File: src/rtl/step_phase_gen.sv
// Stepper-motor phase generator: accepts move commands, walks a 3-bit index through an 8-entry coil table.
// Latency: coil valid the cycle after accept, step k lands STEP_PERIOD*k cycles later, done pulses with the last step.
// Backpressure: cmd_ready only in IDLE; commands offered while busy are dropped. Macro STEP_HALF_STEP_EN adds cmd_half.
module step_phase_gen #(
    parameter int unsigned STEP_PERIOD = 250000
) (
    input  logic        clk,
    input  logic        rst_n,
    input  logic        cmd_valid,
    output logic        cmd_ready,
    input  logic        cmd_dir,
    input  logic [15:0] cmd_steps,
`ifdef STEP_HALF_STEP_EN
    input  logic        cmd_half,
`endif
    input  logic        abort,
    output logic [3:0]  coil,
    output logic        step_tick,
    output logic        busy,
    output logic        done
);

    localparam logic [1:0]  S_IDLE = 2'd0;
    localparam logic [1:0]  S_RUN  = 2'd1;
    localparam logic [1:0]  S_DONE = 2'd2;
    localparam logic [19:0] TIMER_LAST = 20'(STEP_PERIOD - 1);

    logic [1:0]  state_q, state_d;
    logic [2:0]  idx_q, idx_d;
    logic [19:0] timer_q, timer_d;
    logic [15:0] remaining_q, remaining_d;
    logic        dir_q, dir_d;
    logic        coil_en_q, coil_en_d;
    logic        tick_q, tick_d;
    logic        half_q, half_d;
    logic [2:0]  step_inc;
    logic        accept;
    logic        step_evt;

    function automatic logic [3:0] phase_of(input logic [2:0] i);
        case (i)
            3'd0:    phase_of = 4'b1000;
            3'd1:    phase_of = 4'b1100;
            3'd2:    phase_of = 4'b0100;
            3'd3:    phase_of = 4'b0110;
            3'd4:    phase_of = 4'b0010;
            3'd5:    phase_of = 4'b0011;
            3'd6:    phase_of = 4'b0001;
            default: phase_of = 4'b1001;
        endcase
    endfunction

    assign cmd_ready = (state_q == S_IDLE);
    assign busy      = (state_q != S_IDLE);
    assign done      = (state_q == S_DONE);
    assign step_tick = tick_q;
    // Coils stay de-energised after reset until the first real move; afterwards the last pattern holds torque.
    assign coil      = coil_en_q ? phase_of(idx_q) : 4'b0000;

    assign accept   = cmd_valid && (state_q == S_IDLE);
    assign step_evt = (state_q == S_RUN) && (timer_q == TIMER_LAST);

    // Next-state logic: command capture, dwell timer, index stepping and termination.
    always_comb begin
        state_d     = state_q;
        idx_d       = idx_q;
        timer_d     = timer_q;
        remaining_d = remaining_q;
        dir_d       = dir_q;
        coil_en_d   = coil_en_q;
        tick_d      = 1'b0;
        half_d      = half_q;
        step_inc    = half_q ? 3'd1 : 3'd2;
        case (state_q)
            S_IDLE: begin
                if (accept) begin
                    dir_d = cmd_dir;
`ifdef STEP_HALF_STEP_EN
                    half_d = cmd_half;
`else
                    half_d = 1'b0;
`endif
                    if (cmd_steps != 16'd0) begin
                        state_d     = S_RUN;
                        remaining_d = cmd_steps;
                        timer_d     = 20'd0;
                        coil_en_d   = 1'b1;
                        // Full-step mode parks on an odd (two-coil) entry for maximum torque.
                        idx_d       = half_d ? idx_q : (idx_q | 3'd1);
                    end else begin
                        state_d = S_DONE;
                    end
                end
            end
            S_RUN: begin
                if (step_evt) begin
                    timer_d     = 20'd0;
                    idx_d       = dir_q ? (idx_q + step_inc) : (idx_q - step_inc);
                    remaining_d = remaining_q - 16'd1;
                    tick_d      = 1'b1;
                    if (remaining_q == 16'd1) begin
                        state_d = S_DONE;
                    end
                end else begin
                    timer_d = timer_q + 20'd1;
                end
                // A step landing on the abort edge still executes; done pulses once either way.
                if (abort) begin
                    state_d = S_DONE;
                end
            end
            default: begin
                state_d = S_IDLE;
            end
        endcase
    end

    // State registers with asynchronous active-low reset.
    always_ff @(posedge clk or negedge rst_n) begin
        if (!rst_n) begin
            state_q     <= S_IDLE;
            idx_q       <= 3'd1;
            timer_q     <= 20'd0;
            remaining_q <= 16'd0;
            dir_q       <= 1'b0;
            coil_en_q   <= 1'b0;
            tick_q      <= 1'b0;
            half_q      <= 1'b0;
        end else begin
            state_q     <= state_d;
            idx_q       <= idx_d;
            timer_q     <= timer_d;
            remaining_q <= remaining_d;
            dir_q       <= dir_d;
            coil_en_q   <= coil_en_d;
            tick_q      <= tick_d;
            half_q      <= half_d;
        end
    end

endmodule

File: config.mk
export PLATFORM = sky130hd
export DESIGN_NAME = step_phase_gen
export DESIGN_NICKNAME = d
export VERILOG_FILES = /design/src/rtl/step_phase_gen.sv
export SDC_FILE = /design/constraint.sdc
export NUM_CORES = 1
export LEC_CHECK = 0
export ABC_CLOCK_PERIOD_IN_PS = 2300
export CAP_MARGIN = 25
export CORE_MARGIN = 2
export CORE_UTILIZATION = 56
export DETAILED_ROUTE_END_ITERATION = 16
export PLACE_DENSITY = 0.79
export SLEW_MARGIN = 10
export SYNTH_ARGS = -nofsm -noshare
export SYNTH_HDL_FRONTEND = slang
export SYNTH_SLANG_ARGS = --single-unit
File: constraint.sdc
create_clock -name clk -period 2.3 [get_ports clk]
set_input_delay 0.575 -clock clk [delete_from_list [all_inputs] [get_ports clk]]
set_output_delay 0.575 -clock clk [all_outputs]
set_load 0.1 [all_outputs]
## After elaboration in Yosys (flattened, before gate mapping)

Cells that the tools add are included.

- Bits of input ports: 21
- Register bits after elaboration: 44

- Bitwise logic cells: 1
- Add/sub/neg operators: 4
- Multiplexer cells: 23
- Reductions and logical operators: 13
- Equality and inequality tests: 15

Operator list:

| operator | number |
|---|---|
| 20-bit two-way mux | 3 |
| 16-bit two-way mux | 3 |
| 20-bit one-hot mux with 2 select lines | 1 |
| 16-bit one-hot mux with 2 select lines | 1 |
| 4-bit one-hot mux with 7 select lines | 1 |
| 20-bit by 1-bit adder with 20-bit output (second input constant) | 1 |
| 20-bit by 18-bit == test with 1-bit output (second input constant) | 1 |
| 16-bit by 1-bit == test with 1-bit output (second input constant) | 1 |
| 16-bit nonzero test | 1 |
| 16-bit by 1-bit subtractor with 16-bit output (second input constant) | 1 |
| 3-bit AND reduction | 4 |
| 2-bit two-way mux | 5 |
| 3-bit == test (second input constant) | 3 |
| 3-bit by 2-bit == test with 1-bit output (second input constant) | 2 |
| 3-bit two-way mux | 2 |
| 3-bit one-hot mux with 2 select lines | 1 |
| 1-bit two-way mux | 4 |
| 4-bit two-way mux | 1 |
| 2-bit by 1-bit != test with 1-bit output (second input constant) | 2 |
| 2-bit one-hot mux with 2 select lines | 1 |
| 4-bit AND reduction | 1 |
| 2-bit nonzero test | 2 |
| 3-bit by 2-bit adder with 3-bit output (second input constant) | 1 |
| 3-bit by 1-bit == test with 1-bit output (second input constant) | 1 |
| other kinds (11) | 12 |

## Depth between registers and ports, before layout

- Depth in word-level cells: 5
- Gate-level depth with buffers: 8

## Least setup slack after synthesis

Ideal clock, no wire load.

- Path kind: flip-flop to output port
- Start: reg idx_q[0]
- End: out coil[1]
- Data required time: 1.725 ns
- Cell stages (with the launch flop): 3
- Arrival time: 2.754 ns
- Buffers on the path: 0
- Slack: -1.029 ns
- Cell sequence: dfstp_2 nand3_1 a21boi_0

- Longest elaborated chain between the ends: 3
- Elaborated cells between the ends (all ways): 9
- Those cells by class: 6 x eq/ne; 2 x mux; 1 x reduce/logical

RTL lines:

| element | RTL line | source |
|---|---|---|
| start: declaration | 29 | `logic [2:0] idx_q, idx_d;` |
| start signal: assignment | 131 | `idx_q <= idx_d;` |
| 3-bit == test, or another cell as far along | 41 | `case (i)` |
| 4-bit one-hot mux with 7 select lines * | 41 |  |
| 4-bit two-way mux * | 58 | `assign coil = coil_en_q ? phase_of(idx_q) : 4'b0000;` |
| end: declaration | 17 | `output logic [3:0] coil,` |

Every way passes the cells marked *; elsewhere a longest branch is shown, timed or not.

## Final worst setup path

- Start: in cmd_valid
- End: reg remaining_q[15]

- Longest elaborated chain between the ends: 3

RTL lines:

| element | RTL line | source |
|---|---|---|
| start: declaration | 9 | `input logic cmd_valid,` |
| 1-bit logical AND | 60 | `assign accept = cmd_valid && (state_q == S_IDLE);` |
| 2-bit by 1-bit != test with 1-bit output (no source line) | -- |  |
| 4-bit AND reduction (no source line) | -- |  |
| end signal: assignment | 133 | `remaining_q <= remaining_d;` |
| end: declaration | 31 | `logic [15:0] remaining_q, remaining_d;` |

No other way between the ends.
A chain may end at the register's enable or synchronous reset.

==> key figures <==
Place
  • Post-Place Cell Area: roughly 0.0032 mm2
  • Detailed placer's ending HPWL: approximately 4.8 mm
  • Final Wtd Congestion: 0.839
  • Pre-CTS setup slack: -375 ps
  • Port bufs: 28

STA
  • Final hold vios: 0
  • Final setup viols: 0
  • Tmin final: 2250 ps
  • Max-slew violation count: 0
  • Final worst setup slack: around 53 ps
  • RSZ-0062 raised after global routing: no
  • Max-slew headroom: approximately 60%
  • Worst Max-Slew Pin Slew: ~570 ps
  • Worst Clk Skew: 8.38 ps
  • Tcrit/Tclk final: between 90% and 100%
  • Fmax: about 450 MHz
  • Setup_tns: 0 ps

Power
  • Total power: between 3 and 4 mW
  • Worst VDD drop: between 0.7 and 0.8 mV
  • Pwr/cell area: 957 mW/mm2
  • Flop pwr share: 40.2%
  • Leak Pwr: 1.37 nW
  • Logic pwr share: ~39%
  • Int Pwr: roughly 1.9 mW
  • Switching Fraction: 40.5%
  • Clock share of power: around 20%
  • Sw Pwr: 1.28 mW

Synth
  • Largest family of logic cells by synthesized area: simple AND/OR/NAND/NOR gates
  • Post-synthesis xor/xnor area fraction: under 10%
  • Cells after synthesis: 292
  • Synthesized net count: ~320
  • YS warnings: 0
  • Sequential fraction of the synthesis area: 41.8%
  • Post-Synth Adder-Cell Area: under 10%
  • Compound-gate portion of the synthesized area: between 20% and 30%
  • Number of synthesized flops with an enable pin: 0
  • Async SR Flop Fraction: 100%
  • Synth Area in Simple Gates: between 20% and 30%
  • Number of synthesized register bits: 44
  • Ys flop type: dfrtp_1
  • Post-synthesis mux area share: less than 1%
  • Mapped cell area: between 0.002 and 0.003 mm2
  • Post-synth cell types: 56
  • Syn_area_per_cell: about 9.0 um2

Floorplan
  • Full die area: 0.00528 mm2
  • Die width: 72.6 um
  • Initial Utilization: 59.4%
  • Die Ht: between 70 and 80 um
  • Core Region: 0.00444 mm2
  • Row count: 24
  • I/O pins: 29

Clocking
  • Skew-Pair Late Insertion Delay: ~300 ps
  • Clock tree sinks: between 40 and 50
  • Worst-path clk slew: 90 ps
  • Num CTS Buffers: 5
  • # hold bufs at CTS: 0
  • Root Driver: clkbuf_8
  • CTS H-tree depth: 2
  • Max clock buf depth: 2
  • CTS tree: done

Detailed routing
  • Routed WL: 6.67 mm
  • Antenna Nets Post-Route: 0
  • Mean routed wirelength per cell: around 17 um
  • Drt pass-1 iters: 4
  • Via/cell ratio: 6.26
  • # DRC: 0
  • DRT iter0 DRCs: 184
  • DR vias: about 2,500

Setup path
  • WS Path Type: in2reg
  • Max FO, Critical Path: 23
  • Crit. End Element: flip-flop
  • R2R cell count: 5
  • CP Launch Type: input pin
  • Required @ worst endpoint: between 2000 and 2500 ps
  • Crit path DAT: roughly 2400 ps

Layout
  • Final instance area: around 0.0033 mm2
  • Area grow syn2layout: 25.6%
  • Footprint of the multi-input gates: between 0.001 and 0.0015 mm2
  • Fraction of layout instances using a drive strength above 1: between 20 and 25%
  • Fin nets: ~370
  • Commonest non-fill, non-tap cell in the layout: dfrtp_1
  • Fillers: roughly 320
  • Commonest non-fill, non-tap cells in the layout: dfrtp_1 (43), buf_4 (30), nand2_1 (23)
  • FF+latch area: 0.00110 mm2
  • # diodes: 0

GRT
  • Vias in the first global route: 2,350
  • GRT Util Overall: between 20 and 30%
  • Antenna violations before repair: 0
  • GRT Residual Overflow: 0
  • First-pass GRT wire length: 11.4 mm
  • Largest net degree at the start of global routing: 36

Run status
  • Status: complete, no violations

Worst hold path
  • Min-delay worst type: in2async

Job
  • Max-Cap Viols: 0
-- through the flow --
stage | util, % | hold WS [ps] | cells
floorplan | - | 279 | 292
global placement | 71.0 | 455 | 384
detailed placement | 71.0 | 460 | 384
CTS | 74.0 | 128 | 392
global route | 74.5 | 127 | 393
finish | 74.5 | 124 | 393
-- cell type report --
type                       instances  area share (%)
timing repair buffer              56            16.3
sequential                        44            33.3
clock inverter                     1           0.906
clock buffer                       7            2.91
tap                               52            1.96
multi-input combinational        226            43.8
inverter                           7           0.793
-- cells by family (layout without fill, tap and decap cells) --
family          Yosys count  after routing
flops                    44             44
fa+ha+maj                 4              4
compound gates           97             97
simple gates            117            117
buf+inv                  22             71
xor+xnor                  6              6
mux                       2              2
-- per-layer routing --
layer | GRT usage (%) | part of all wire [%] | up-vias
li1 | - | - | 1212
met4 | 8.23 | 1.6 | 0
met1 | 39.7 | 45 | 1157
met3 | 5.25 | 5.4 | 10
met2 | 43.6 | 48 | 80
met5 | 0 | 0 | -
-- power by group through the flow --
| stage | sequential [mW] | combinational, mW | clock [mW] |
|---|---|---|---|
| 2_1_floorplan | 1.19 | 0.912 | 0 |
| 3_3_place_gp | 1.26 | 1.18 | 0 |
| 3_5_place_dp | 1.28 | 1.22 | 0 |
| 4_1_cts | 1.26 | 1.22 | 0.664 |
| 5_1_grt | 1.31 | 1.38 | 0.692 |
| 6_report | 1.27 | 1.24 | 0.652 |
-- final timing paths --
kind                                startpoint              end  slack, ps
worst max-delay path                 cmd_valid  remaining_q[15]         50
worst min-delay path                     rst_n   remaining_q[4]        120
worst max register to register  remaining_q[2]  remaining_q[13]        210
worst min register to register        idx_q[0]         idx_q[0]        520
max in group asynchronous                rst_n   remaining_q[7]       1620
min in group clk                      idx_q[0]         idx_q[0]        520
-- worst max-delay path: stages --
cell and delay, ps:
clkdlybuf4s50_1 470, or3b_2 500, a41o_1 290, o21a_1 150
buf_12 160, o21ai_0 190, o21ai_1 90
-- flip-flops by register name, indices dropped and copies added, names as in the netlist --
signal,count
idx_q,3
remaining_q,16
timer_q,20
coil_en_q,1
step_tick,1
state_q,2
dir_q,1
-- what timing repair did --
item                                   4_1_cts  5_1_grt
setup endpoints to repair                    2       13
gates resized for setup                      1        5
buffers inserted                             0        1
endpoints found under the hold margin        0        0
-- synth_stat cells (3+ instances only) --
library cell | instances | area [um2]
dfrtp_1 | 43 | 1080
nand2_1 | 23 | 86.3
nor2_1 | 22 | 82.6
a21oi_1 | 21 | 105
o21ai_1 | 14 | 70.1
o21ai_0 | 13 | 65.1
a31oi_1 | 12 | 75.1
nand3_1 | 9 | 45.0
nor4_1 | 8 | 50.1
and3_1 | 7 | 43.8
inv_1 | 7 | 26.3
nand2b_1 | 7 | 43.8
buf_2 | 6 | 30.0
nand4_1 | 6 | 37.5
nor3_1 | 6 | 30.0
clkbuf_1 | 5 | 18.8
nor4_2 | 5 | 62.6
o22ai_1 | 5 | 31.3
xor2_1 | 5 | 43.8
a41oi_1 | 4 | 35.0
ha_1 | 4 | 50.1
o32ai_1 | 4 | 35.0
and2_1 | 3 | 18.8
buf_6 | 3 | 33.8
nor2b_1 | 3 | 18.8
o2111ai_1 | 3 | 26.3
o21a_1 | 3 | 22.5
or2_2 | 3 | 18.8
(Power assumes the default switching activity.)
